`config.mk`:
```
export PLATFORM = sky130hd
export DESIGN_NAME = pa_fpu_special_pipe_flat
export DESIGN_NICKNAME = d
export VERILOG_FILES = /design/src/rtl/pa_fpu_special_pipe_if.sv /design/src/rtl/pa_fpu_special_pipe.sv /design/src/flat_wrapper.sv
export SDC_FILE = /design/constraint.sdc
export NUM_CORES = 1
export LEC_CHECK = 0
export CELL_PAD_IN_SITES_DETAIL_PLACEMENT = 0
export CELL_PAD_IN_SITES_GLOBAL_PLACEMENT = 2
export CORE_MARGIN = 8
export CORE_UTILIZATION = 25
export DETAILED_ROUTE_END_ITERATION = 12
export HOLD_SLACK_MARGIN = 0.06
export PLACE_DENSITY = 0.95
export SLEW_MARGIN = 20
export SYNTH_ARGS = -nofsm -noshare
export SYNTH_HDL_FRONTEND = slang
export SYNTH_SLANG_ARGS = --single-unit
```
`constraint.sdc`:
```
create_clock -name forever_cpuclk -period 4.6 [get_ports forever_cpuclk]
set_input_delay 0.69 -clock forever_cpuclk [delete_from_list [all_inputs] [get_ports forever_cpuclk]]
set_output_delay 0.69 -clock forever_cpuclk [all_outputs]
set_load 0.01 [all_outputs]
```
`src/rtl/pa_fpu_special_pipe_if.sv`:
```
// Handshake/data bundle between the EX1 issue logic and the FPU special-result pipe.
interface pa_fpu_special_pipe_if #(parameter int FLEN = 32);
    logic            ex1_inst_vld;
    logic            pipe_stall;
    logic            pipe_flush;
    logic            ex1_double;
    logic [FLEN-1:0] ex1_srcf0;
    logic [FLEN-1:0] ex1_srcf1;
    logic [FLEN-1:0] ex1_srcf2;
    logic [1:0]      ex1_src_idx;
    logic [6:0]      ex1_special_sel;
    logic [3:0]      ex1_special_sign;
    logic [4:0]      ex1_fflags;
    logic            acc_clr;
    logic            out_vld;
    logic            out_wb;
    logic [FLEN-1:0] out_data;
    logic [4:0]      out_fflags;
    logic [4:0]      acc_fflags;

    modport master (
        output ex1_inst_vld, pipe_stall, pipe_flush, ex1_double, ex1_srcf0, ex1_srcf1,
               ex1_srcf2, ex1_src_idx, ex1_special_sel, ex1_special_sign, ex1_fflags, acc_clr,
        input  out_vld, out_wb, out_data, out_fflags, acc_fflags
    );

    modport slave (
        input  ex1_inst_vld, pipe_stall, pipe_flush, ex1_double, ex1_srcf0, ex1_srcf1,
               ex1_srcf2, ex1_src_idx, ex1_special_sel, ex1_special_sign, ex1_fflags, acc_clr,
        output out_vld, out_wb, out_data, out_fflags, acc_fflags
    );
endinterface

```
`src/rtl/pa_fpu_special_pipe.sv`:
```
// FPU special-value pipe: carries EX1 operands DEPTH stages, then forms the special result
// (signed zero/inf/max-finite, NaNs, sign-inject, raw pass) and accumulates sticky fflags.
module pa_fpu_special_pipe #(
    parameter int FLEN  = 32,
    parameter int DEPTH = 1
) (
    input  logic                  forever_cpuclk,
    input  logic                  cpurst,
    pa_fpu_special_pipe_if.slave  bus
);
    typedef struct packed {
        logic            dbl;
        logic [FLEN-1:0] src;
        logic [6:0]      sel;
        logic [3:0]      sign;
        logic [4:0]      ff;
    } stage_t;

    stage_t               cap;
    stage_t [DEPTH:1]     stg_d, stg_q;
    logic   [DEPTH:1]     vld_d, vld_q;
    logic   [4:0]         acc_d, acc_q;

    stage_t               o;
    logic   [63:0]        s64, r64, res64;
    logic   [31:0]        r32;
    logic                 hit, need_box, boxed_ok, wb;

    always_comb begin
        cap      = '0;
        cap.dbl  = (FLEN == 64) && bus.ex1_double;
        case (bus.ex1_src_idx)
            2'd0:    cap.src = bus.ex1_srcf0;
            2'd1:    cap.src = bus.ex1_srcf1;
            default: cap.src = bus.ex1_srcf2;
        endcase
        cap.sel  = bus.ex1_special_sel;
        cap.sign = bus.ex1_special_sign;
        cap.ff   = bus.ex1_fflags;

        vld_d = vld_q;
        stg_d = stg_q;
        acc_d = acc_q;
        if (!bus.pipe_stall) begin
            vld_d[1] = bus.ex1_inst_vld;
            stg_d[1] = cap;
            for (int k = 2; k <= DEPTH; k++) begin
                vld_d[k] = vld_q[k-1];
                stg_d[k] = stg_q[k-1];
            end
            // The output-stage instruction is consumed on every unstalled edge.
            if (vld_q[DEPTH])
                acc_d = (bus.acc_clr ? 5'b0 : acc_q) | stg_q[DEPTH].ff;
            else if (bus.acc_clr)
                acc_d = 5'b0;
        end
        if (bus.pipe_flush)
            vld_d = '0;
    end

    always_ff @(posedge forever_cpuclk) begin
        if (cpurst) begin
            vld_q <= '0;
            acc_q <= '0;
        end else begin
            vld_q <= vld_d;
            acc_q <= acc_d;
        end
    end

    // Payload needs no reset: every output is gated by the stage valid bit.
    always_ff @(posedge forever_cpuclk) begin
        stg_q <= stg_d;
    end

    always_comb begin
        o        = stg_q[DEPTH];
        s64      = 64'(o.src);
        hit      = 1'b1;
        need_box = 1'b0;
        r32      = '0;
        r64      = '0;
        case (o.sel)
            7'b0000001: begin
                r32 = {o.sign[0], s64[30:0]};
                r64 = {o.sign[0], s64[62:0]};
                need_box = 1'b1;
            end
            7'b0000010: begin
                r32 = {o.sign[1], 31'h0};
                r64 = {o.sign[1], 63'h0};
            end
            7'b0000100: begin
                r32 = {o.sign[2], 8'hFF, 23'h0};
                r64 = {o.sign[2], 11'h7FF, 52'h0};
            end
            7'b0001000: begin
                r32 = {o.sign[3], 8'hFE, 23'h7F_FFFF};
                r64 = {o.sign[3], 11'h7FE, {52{1'b1}}};
            end
            7'b0010000: begin
                r32 = 32'h7FC0_0000;
                r64 = 64'h7FF8_0000_0000_0000;
            end
            7'b0100000: begin
                r32 = {s64[31], 8'hFF, 1'b1, s64[21:0]};
                r64 = {s64[63], 11'h7FF, 1'b1, s64[50:0]};
                need_box = 1'b1;
            end
            7'b1000000: begin
                r32 = s64[31:0];
                r64 = s64;
                need_box = 1'b1;
            end
            default: hit = 1'b0;
        endcase

        // A single operand that is not NaN-boxed in a 64-bit register reads as canonical NaN.
        boxed_ok = (FLEN == 32) || (s64[63:32] == 32'hFFFF_FFFF);
        if (o.dbl)
            res64 = r64;
        else if (FLEN == 64)
            res64 = {32'hFFFF_FFFF, (need_box && !boxed_ok) ? 32'h7FC0_0000 : r32};
        else
            res64 = {32'h0, r32};

        wb             = vld_q[DEPTH] && hit;
        bus.out_vld    = vld_q[DEPTH];
        bus.out_wb     = wb;
        bus.out_data   = wb ? res64[FLEN-1:0] : '0;
        bus.out_fflags = vld_q[DEPTH] ? o.ff : 5'b0;
        bus.acc_fflags = acc_q;
    end
endmodule

```
`src/flat_wrapper.sv`:
```
// flat-port wrapper written by rule: the top's interface ports become plain ports
module pa_fpu_special_pipe_flat 
#(
    parameter int FLEN  = 32,
    parameter int DEPTH = 1
)
  (forever_cpuclk, cpurst, bus_ex1_inst_vld, bus_pipe_stall, bus_pipe_flush, bus_ex1_double, bus_ex1_srcf0, bus_ex1_srcf1, bus_ex1_srcf2, bus_ex1_src_idx, bus_ex1_special_sel, bus_ex1_special_sign, bus_ex1_fflags, bus_acc_clr, bus_out_vld, bus_out_wb, bus_out_data, bus_out_fflags, bus_acc_fflags);
  pa_fpu_special_pipe_if #(.FLEN(FLEN)) bus_i ();
  input  logic forever_cpuclk;
  input  logic cpurst;
  input wire logic [$bits(bus_i.ex1_inst_vld)-1:0] bus_ex1_inst_vld;
  input wire logic [$bits(bus_i.pipe_stall)-1:0] bus_pipe_stall;
  input wire logic [$bits(bus_i.pipe_flush)-1:0] bus_pipe_flush;
  input wire logic [$bits(bus_i.ex1_double)-1:0] bus_ex1_double;
  input wire logic [$bits(bus_i.ex1_srcf0)-1:0] bus_ex1_srcf0;
  input wire logic [$bits(bus_i.ex1_srcf1)-1:0] bus_ex1_srcf1;
  input wire logic [$bits(bus_i.ex1_srcf2)-1:0] bus_ex1_srcf2;
  input wire logic [$bits(bus_i.ex1_src_idx)-1:0] bus_ex1_src_idx;
  input wire logic [$bits(bus_i.ex1_special_sel)-1:0] bus_ex1_special_sel;
  input wire logic [$bits(bus_i.ex1_special_sign)-1:0] bus_ex1_special_sign;
  input wire logic [$bits(bus_i.ex1_fflags)-1:0] bus_ex1_fflags;
  input wire logic [$bits(bus_i.acc_clr)-1:0] bus_acc_clr;
  output wire logic [$bits(bus_i.out_vld)-1:0] bus_out_vld;
  output wire logic [$bits(bus_i.out_wb)-1:0] bus_out_wb;
  output wire logic [$bits(bus_i.out_data)-1:0] bus_out_data;
  output wire logic [$bits(bus_i.out_fflags)-1:0] bus_out_fflags;
  output wire logic [$bits(bus_i.acc_fflags)-1:0] bus_acc_fflags;
  assign bus_i.ex1_inst_vld = bus_ex1_inst_vld;
  assign bus_i.pipe_stall = bus_pipe_stall;
  assign bus_i.pipe_flush = bus_pipe_flush;
  assign bus_i.ex1_double = bus_ex1_double;
  assign bus_i.ex1_srcf0 = bus_ex1_srcf0;
  assign bus_i.ex1_srcf1 = bus_ex1_srcf1;
  assign bus_i.ex1_srcf2 = bus_ex1_srcf2;
  assign bus_i.ex1_src_idx = bus_ex1_src_idx;
  assign bus_i.ex1_special_sel = bus_ex1_special_sel;
  assign bus_i.ex1_special_sign = bus_ex1_special_sign;
  assign bus_i.ex1_fflags = bus_ex1_fflags;
  assign bus_i.acc_clr = bus_acc_clr;
  assign bus_out_vld = bus_i.out_vld;
  assign bus_out_wb = bus_i.out_wb;
  assign bus_out_data = bus_i.out_data;
  assign bus_out_fflags = bus_i.out_fflags;
  assign bus_acc_fflags = bus_i.acc_fflags;
  pa_fpu_special_pipe #(.FLEN(FLEN), .DEPTH(DEPTH)) u_core (.forever_cpuclk(forever_cpuclk), .cpurst(cpurst), .bus(bus_i));
endmodule
```
After elaboration in Yosys (flattened, before gate mapping)
Index checks and enable logic that the tools add are counted.
{"block": "op_classes", "n_eq_ne": 8, "n_mux": 7, "bitwise_logic": 1, "reduce_logical": 4}
{"op": "32-bit one-hot mux with 7 select lines", "count": 1}
{"op": "32-bit one-hot mux with 2 select lines", "count": 1}
{"op": "32-bit 2-to-1 mux", "count": 1}
{"op": "5-bit 2-to-1 mux", "count": 3}
{"op": "7-bit by 1-bit == test with 1-bit output, second input constant", "count": 1}
{"op": "7-bit by 2-bit == test with 1-bit output, second input constant", "count": 1}
{"op": "7-bit by 3-bit == test with 1-bit output, second input constant", "count": 1}
{"op": "7-bit by 4-bit == test with 1-bit output, second input constant", "count": 1}
{"op": "7-bit by 5-bit == test with 1-bit output, second input constant", "count": 1}
{"op": "7-bit by 6-bit == test with 1-bit output, second input constant", "count": 1}
{"op": "7-bit == test, second input constant", "count": 1}
{"op": "7-bit OR reduction", "count": 1}
{"op": "5-bit bitwise OR", "count": 1}
{"op": "2-bit by 1-bit == test with 1-bit output, second input constant", "count": 1}
{"op": "2-bit zero test", "count": 1}
{"op": "2-bit OR reduction", "count": 1}
{"op": "1-bit logical AND", "count": 1}
{"op": "1-bit 2-to-1 mux", "count": 1}
{"block": "totals", "register_bits": 54, "in_bits": 121, "output_inout_bits": 44, "word_cells": 26}

Logic depth before layout (Yosys ltp)
Gate-level depths: netlist of run 1.
{"block": "depth", "depth_word": 5, "depth_mapped": 6, "mapped_depth_nobuf": 4}

Worst setup path after synthesis of run 1
No wires, ideal clock.
{"block": "synth_timing", "path_kind": "register -> output", "startpoint": "register u_core.stg_q (netlist bit u_core.o[13])", "endpoint": "output port bus_out_data[2]", "t_arrival_ns": 2.045, "required_ns": 3.910, "path_slack_ns": 1.865, "stages_incl_launch_ff": 7, "path_buffers": 2, "path_cell_list": "edfxtp_1 -> buf_6 -> or4_4 -> nor4b_4 -> nor3_2 -> buf_6 -> a211oi_1"}
{"block": "synth_between", "elab_chain_cells": 5, "elab_cells_between_ends": 12, "classes_between": "eq/ne: 7; mux: 3; reduce/logical: 2"}
{"element": "start, declared", "line": "pa_fpu_special_pipe.sv:20", "source": "stage_t [DEPTH:1] stg_d, stg_q;"}
{"element": "start signal, assigned", "line": "pa_fpu_special_pipe.sv:73", "source": "stg_q <= stg_d;"}
{"element": "7-bit by 2-bit == test with 1-bit output (tied with other cells)", "line": "pa_fpu_special_pipe.sv:83", "source": "case (o.sel)"}
{"element": "7-bit OR reduction (no source line)"}
{"element": "1-bit 2-to-1 mux", "line": "pa_fpu_special_pipe.sv:83"}
{"element": "1-bit logical AND", "line": "pa_fpu_special_pipe.sv:127", "source": "wb = vld_q[DEPTH] && hit;"}
{"element": "32-bit 2-to-1 mux (*)", "line": "pa_fpu_special_pipe.sv:130", "source": "bus.out_data = wb ? res64[FLEN-1:0] : '0;"}
{"element": "end, declared", "line": "flat_wrapper.sv:25", "source": "output wire logic [$bits(bus_i.out_data)-1:0] bus_out_data;"}
Mark *: on every way between the ends. The rest lies on a longest branch, timed or not.

Worst setup path after layout of run 1
{"block": "layout_timing", "startpoint": "register u_core.stg_q (netlist bit u_core.o[14])", "endpoint": "output port bus_out_data[19]"}
Same word-level chain as after synthesis.

==> results of run 1 <==
## layer usage
layer	vias to the layer above	wire length (um)
met5	-	0
met4	0	175
met3	10	678
met2	89	5040
met1	1247	3890
li1	1390	-
## report_power, final
part           total (mW)  internal, mW  switching, mW  leakage (nW)
clock               0.422         0.257          0.165        0.0771
combinational       0.206         0.130         0.0760          1.12
sequential          0.605         0.581         0.0237         0.517
total                1.23         0.968          0.265          1.72
## metrics by stage
step	std cells	setup WS, ns	hold slack, ns	utilization
3_5_place_dp	610	1.03	0.494	0.394
5_1_grt	618	0.452	0.546	0.407
2_1_floorplan	298	1.87	0.536	-
3_3_place_gp	610	1.07	0.479	0.394
4_1_cts	618	0.696	0.511	0.407
6_report	618	0.695	0.503	0.407
## cells by family after synthesis
family                 after synthesis
AO/OA/AOI/OAI                       87
XOR/XNOR                             5
buffers and inverters               29
flip-flops                          54
multiplexers                        33
AND/OR/NAND/NOR                     90
## synth_stat cells, types with 3 or more instances
library cell / instances
nor3_1: 3
clkbuf_1: 13
a211oi_1: 5
o21ai_0: 46
a21boi_0: 8
a22oi_1: 7
xor2_1: 3
buf_1: 3
buf_2: 8
nand2_1: 38
and2_1: 5
edfxtp_1: 48
dfxtp_1: 6
nor2_1: 29
a211oi_2: 17
mux2i_1: 33
## worst max-delay path, cell delays in order, from the launching register on
cell and delay [ns]:
edfxtp_1 0.56, or4_4 0.63, nor4b_4 0.53, nor3_4 0.08, buf_4 0.26, a211oi_2 0.23, clkdlybuf4s50_1 0.60
## sequential cells by signal, indices dropped and copies added (netlist names)
| name | flops |
|---|---|
| u_core.bus.acc_fflags | 5 |
| u_core.bus.out_vld | 1 |
| u_core.o | 48 |
## area by class of cell
type                            instances  area, um^2  share of cell area
Tap cell                              172         215              0.0424
Inverter                                2        7.51             0.00148
Sequential cell                        54        1560               0.308
Timing Repair Buffer                  167        1650               0.326
Clock inverter                          2        37.5             0.00740
Clock buffer                            6         129              0.0254
Multi-Input combinational cell        215        1470               0.290
## worst max-delay path by stage
stage               slack (ns)  cells past startpoint          endpoint
global route              0.45                      5   bus_out_data[0]
detailed placement        1.03                      6   bus_out_data[4]
CTS                       0.70                      6   bus_out_data[2]
global placement          1.07                      6   bus_out_data[3]
finish                    0.69                      6  bus_out_data[19]
floorplan                 1.87                      6   bus_out_data[2]
==> impl_metrics.py, run 1 <==
metrics = {
    "status": {
        "status": "completed",
    },
    "floorplan": {
        "placeableCoreArea_um2": 12500,
        "die-area_um2": 16400,
        "die-width_um": 128,
        "initial_core_util": 0.253,
        "num_rows": 41,
        "top_level_ports": 165,
        "dieHeight_um": 128,
    },
    "yosys": {
        "synth_adder_area_share": 0,
        "synthSimpleGateAreaFrac": 0.142,
        "synth_top_cells_by_area": "edfxtp_1 (46%), mux2i_1 (10%), o21ai_0 (7.3%), a211oi_2 (6.8%), nand2_1 (4.5%)",
        "mappedNetlistNets": 419,
        "synth_seq_cells": 54,
        "synthDominantAreaCellType": "edfxtp_1",
        "yosys_warnings": 0,
        "synth-seq-area-share": 0.496,
        "predominant_post_synthesis_flop_cell": "edfxtp_1",
        "synth_cell_type_count": 37,
        "synth.area.mux_share": 0.105,
        "synthDominantCellAreaShare": 0.458,
        "syn-instance-count": 298,
        "syn_avg_cell_area_um2": 10.6,
        "synthesis.area_um2": 3150,
        "synth_xor_area_frac": 0.0139,
        "ffs_w_async_s_r_synth": 0,
        "edff_count_synth": 48,
        "synth_top_family_by_area": "compound AO/OA/AOI/OAI gates",
        "synth_compound_area_frac": 0.200,
    },
    "clock_tree": {
        "post-cts-setup-buffers": 0,
        "cts_hold_buf": 0,
        "cts-root-buf": "clkbuf_16",
        "cts_sinks": 54,
        "cts_max_level": 2,
        "post_cts_resize_count": 0,
        "tritoncts.num_buffers": 5,
        "cts_buffer_depth": 2,
        "clkTransAtPathRegs_ns": 0.07,
        "tritoncts": "built",
        "worstSkewPairLatency_ns": 0.29,
    },
    "global_route": {
        "groute.layer.met2.usage": 0.208,
        "grt_max_degree": 65,
        "wire_length_of_the_first_global_routing_pass_um": 15000,
        "grt_usage": 0.117,
        "gr_overflow_total": 0,
        "top_usage_layer": "met2",
        "grt_antenna_before_repair": 0,
        "grt_pass1_vias": 2847,
        "use_met3": 0.0391,
        "grtUsageMet1": 0.126,
    },
    "finish": {
        "layout.filler_cells": 1218,
        "antennaDiodeCount": 0,
        "area.growth.synth_to_final_pct": 61.2,
        "final_cell_mix": "clkdlybuf4s50_1 (161), edfxtp_1 (48), o21ai_0 (46), nand2_1 (38), mux2i_1 (33)",
        "mostFrequentLayoutCell": "clkdlybuf4s50_1",
        "drive_gt1_frac": 0.0852,
        "final_area_um2": 5070,
        "final_net_count": 566,
    },
    "worst_setup_path": {
        "crit_arrival_ns": 3.22,
        "reg2reg_to": "u_core.bus.acc_fflags[4]$_SDFFE_PP0N_",
        "r2r_start": "u_core.bus.out_vld$_SDFFE_PP0N_",
        "endpoint_kind": "primary output",
        "r2r.worst_path.cells": 3,
        "worst-endpoint-required_ns": 3.91,
        "setup.worst_path.start_class": "flip-flop",
        "worstSetupPathType": "reg -> out",
        "setup.worst_path.start": "u_core.o[14]$_DFFE_PN_",
        "setup.reg_to_reg.worst_slack_ns": 3.42,
        "critical_path_peak_fanout": 22,
    },
    "power_and_ir_drop": {
        "static-leakage-power_nw": 1.72,
        "fin_total_pwr_mw": 1.23,
        "worst_ir_drop_vdd_mv": 0.123,
        "power_density_nw_per_um2": 243,
    },
    "min_path": {
        "min_path_cells": 2,
        "hold-path-endpoint": "u_core.bus.acc_fflags[3]$_SDFFE_PP0N_",
        "hold_start": "u_core.bus.acc_fflags[3]$_SDFFE_PP0N_",
        "worst_hold_path_type": "reg -> reg",
    },
    "timing": {
        "timing_worst_slew_pin_value_ns": 0.955,
        "drv_slew": 0,
        "worst_clock_skew_ns": 0.00338,
        "final-hold-violation-count": 0,
        "final_setup_violating_endpoints": 0,
        "timing.max_slew.rel_slack": 0.364,
        "min_clock_period_post_route_ns": 3.91,
        "timing.final.crit_share": 0.849,
        "grt_setup_unrepaired": "no",
        "maxClockFrequency_mhz": 256,
        "setup_tns_ns": 0,
    },
    "route": {
        "drt_first_pass_iters": 4,
        "remaining_drc_errors": 0,
        "routed_antenna_nets": 0,
        "vias": 2736,
        "final_routed_wire_length_divided_by_cell_count_um": 15.8,
        "dr.first_iter.drc_count": 112,
        "postRouteWirelength_um": 9790,
        "vias_per_cell": 4.43,
    },
    "placement": {
        "gpl.final_weighted_congestion": 0.732,
        "buffers_added_on_ports": 163,
        "dp_hpwl_um": 7580,
        "placement.cell_area_um2": 4910,
    },
    "run": {
        "maxCapViolCount": 0,
    },
}
(Power assumes the default switching activity.)
==> run 2, diff against run 1 <==
--- a/config.mk
+++ b/config.mk
@@ -8,10 +8,10 @@
 export CELL_PAD_IN_SITES_DETAIL_PLACEMENT = 0
 export CELL_PAD_IN_SITES_GLOBAL_PLACEMENT = 2
 export CORE_MARGIN = 8
-export CORE_UTILIZATION = 25
+export CORE_UTILIZATION = 23
 export DETAILED_ROUTE_END_ITERATION = 12
 export HOLD_SLACK_MARGIN = 0.06
-export PLACE_DENSITY = 0.95
+export PLACE_DENSITY = 0.89
 export SLEW_MARGIN = 20
 export SYNTH_ARGS = -nofsm -noshare
 export SYNTH_HDL_FRONTEND = slang
==> constraint.sdc (replaced) <==
create_clock -name forever_cpuclk -period 3.75 [get_ports forever_cpuclk]
set_input_delay 0.5625 -clock forever_cpuclk [delete_from_list [all_inputs] [get_ports forever_cpuclk]]
set_output_delay 0.5625 -clock forever_cpuclk [all_outputs]
set_load 0.01 [all_outputs]
==> run 2 against run 1 <==
  * First-iteration DRC count grew 14%
  * Via count shrank 0.33%
  * Final cell count grew 1.3%
  * Count of clock-buffer cells in the layout shrank 1
  * Sequential power grew 22%
  * Setup slack lost 0.54 ns
  * Global-route usage shrank 0.73 points
==> impl_metrics.py, run 2 (synthesized netlist as in run 1, its figures left out) <==
metrics = {
    "floorplan": {
        "initial_core_util": 0.237,
        "placeableCoreArea_um2": 13300,
        "top_level_ports": 165,
        "die-area_um2": 17700,
        "num_rows": 42,
        "dieHeight_um": 133,
        "die-width_um": 133,
    },
    "finish": {
        "final_cell_mix": "clkdlybuf4s50_1 (161), edfxtp_1 (48), o21ai_0 (46), nand2_1 (38), mux2i_1 (33)",
        "final_net_count": 570,
        "area.growth.synth_to_final_pct": 61.6,
        "mostFrequentLayoutCell": "clkdlybuf4s50_1",
        "multi_input_combinational_cell_area_um2": 1470,
        "area.sequential_um2": 1560,
        "max_reg_flops": 48,
        "layout.filler_cells": 1328,
        "drive_gt1_frac": 0.0956,
        "antennaDiodeCount": 0,
    },
    "clock_tree": {
        "worstSkewPairLatency_ns": 0.29,
        "cts_max_level": 2,
        "cts-root-buf": "clkbuf_16",
        "post-cts-setup-buffers": 0,
        "cts_buffer_depth": 2,
        "cts_hold_buf": 0,
        "clkTransAtPathRegs_ns": 0.07,
        "post_cts_resize_count": 0,
        "tritoncts.num_buffers": 5,
        "cts_sinks": 54,
        "tritoncts": "built",
    },
    "worst_setup_path": {
        "cp_max_stage_delay_ns": 0.58,
        "worst-endpoint-required_ns": 3.19,
        "timing.critical_path.cells": "or3_1 -> nor4_1 -> nor3_4 -> buf_4 -> a211oi_1 -> clkdlybuf4s50_1",
        "endpoint_kind": "primary output",
        "crit_arrival_ns": 3.03,
        "critical_path_peak_fanout": 22,
        "setup.reg_to_reg.worst_slack_ns": 2.51,
        "worstSetupPathType": "reg -> out",
        "setup.worst_path.start_class": "flip-flop",
        "timing.critical_path.slowest_stage_cell": "clkdlybuf4s50_1",
    },
    "timing": {
        "final_setup_violating_endpoints": 0,
        "final-hold-violation-count": 0,
        "timing.max_slew.rel_slack": 0.374,
        "timing.final.crit_share": 0.958,
        "timing_worst_slew_pin_value_ns": 0.938,
        "min_clock_period_post_route_ns": 3.59,
        "grt_setup_unrepaired": "no",
        "drv_slew": 0,
        "setup_ws_ns": 0.156,
        "worst_clock_skew_ns": 0.00459,
        "maxClockFrequency_mhz": 278,
        "setup_tns_ns": 0,
    },
    "placement": {
        "preCtsSetupSlack_ns": 0.418,
        "gpl.final_weighted_congestion": 0.759,
        "dp_hpwl_um": 8070,
        "buffers_added_on_ports": 163,
    },
    "route": {
        "final_routed_wire_length_divided_by_cell_count_um": 16.0,
        "vias_per_cell": 4.36,
        "dr.first_iter.drc_count": 128,
        "routed_antenna_nets": 0,
        "postRouteWirelength_um": 10000,
        "drt_first_pass_iters": 4,
        "remaining_drc_errors": 0,
        "vias": 2727,
    },
    "global_route": {
        "grt_pass1_vias": 2896,
        "grt_antenna_before_repair": 0,
        "grt_max_degree": 65,
        "wire_length_of_the_first_global_routing_pass_um": 15600,
        "gr_overflow_total": 0,
        "grt_usage": 0.110,
    },
    "status": {
        "status": "completed",
    },
    "power_and_ir_drop": {
        "static-leakage-power_nw": 1.73,
        "power_density_nw_per_um2": 285,
        "worst_ir_drop_vdd_mv": 0.190,
    },
    "min_path": {
        "worst_hold_path_type": "reg -> reg",
    },
    "run": {
        "maxCapViolCount": 0,
    },
}
-- run 2: changes by cell type in the layout (fill, tap and decap cells not counted), sizes merged --
cell | before | now
clkinv | 0 | 2
bufinv | 1 | 0
buf | 6 | 10
clkbuf | 6 | 5
-- run 2: through the flow --
step / instance area, um^2 / power [mW] / cells / hold WS, ns / util
floorplan: 3150 / 0.857 / 298 / 0.536 / -
global placement: 4940 / 1.01 / 618 / 0.483 / 0.372
detailed placement: 4940 / 1.02 / 618 / 0.491 / 0.372
CTS: 5090 / 1.47 / 626 / 0.514 / 0.383
global route: 5090 / 1.52 / 626 / 0.548 / 0.383
finish: 5090 / 1.45 / 626 / 0.512 / 0.383
-- run 2: area by class of cell --
cell class              count  share of cell area
clock buffers               5              0.0246
clock inverters             3             0.00418
inverters                   2             0.00148
multi-input cells         215               0.289
flip-flops and latches     54               0.307
well taps                 176              0.0433
repair buffers            171               0.330
-- run 2: final timing paths --
| check | start | end | cells after the start |
|---|---|---|---|
| worst min register to register | u_core.bus.acc_fflags[3]$_SDFFE_PP0N_ | u_core.bus.acc_fflags[3]$_SDFFE_PP0N_ | 2 |
| worst min-delay path | u_core.bus.acc_fflags[3]$_SDFFE_PP0N_ | u_core.bus.acc_fflags[3]$_SDFFE_PP0N_ | 2 |
| worst max-delay path | u_core.o[13]$_DFFE_PN_ | bus_out_data[3] | 6 |
| worst max register to register | u_core.bus.out_vld$_SDFFE_PP0N_ | u_core.bus.acc_fflags[4]$_SDFFE_PP0N_ | 3 |
-- run 2: power by group --
part           internal (mW)  leakage, nW  switching (mW)
combinational          0.162         1.14          0.0994
sequential             0.713        0.517          0.0250
clock                  0.247       0.0698           0.205
-- run 2: layer usage --
| layer | global-route usage | wire, um |
|---|---|---|
| met1 | 0.116 | 3960 |
| met4 | 0.0341 | 181 |
| met5 | 0 | 0 |
| met3 | 0.0314 | 561 |
| met2 | 0.205 | 5330 |
-- run 2: critical path: cells and delay by family, from the launching register on --
family / cells / cell delay [ns]
AO/OA/AOI/OAI: 1 / 0.27
buffers and inverters: 2 / 0.84
flip-flops: 1 / 0.56
AND/OR/NAND/NOR: 3 / 1.07
==> run 3, diff against run 2 <==
--- a/config.mk
+++ b/config.mk
@@ -5,6 +5,7 @@
 export SDC_FILE = /design/constraint.sdc
 export NUM_CORES = 1
 export LEC_CHECK = 0
+export ABC_CLOCK_PERIOD_IN_PS = 3750
 export CELL_PAD_IN_SITES_DETAIL_PLACEMENT = 0
 export CELL_PAD_IN_SITES_GLOBAL_PLACEMENT = 2
 export CORE_MARGIN = 8
==> results of run 3 <==
Final layout, timing and power as in run 2 (identical DEF).
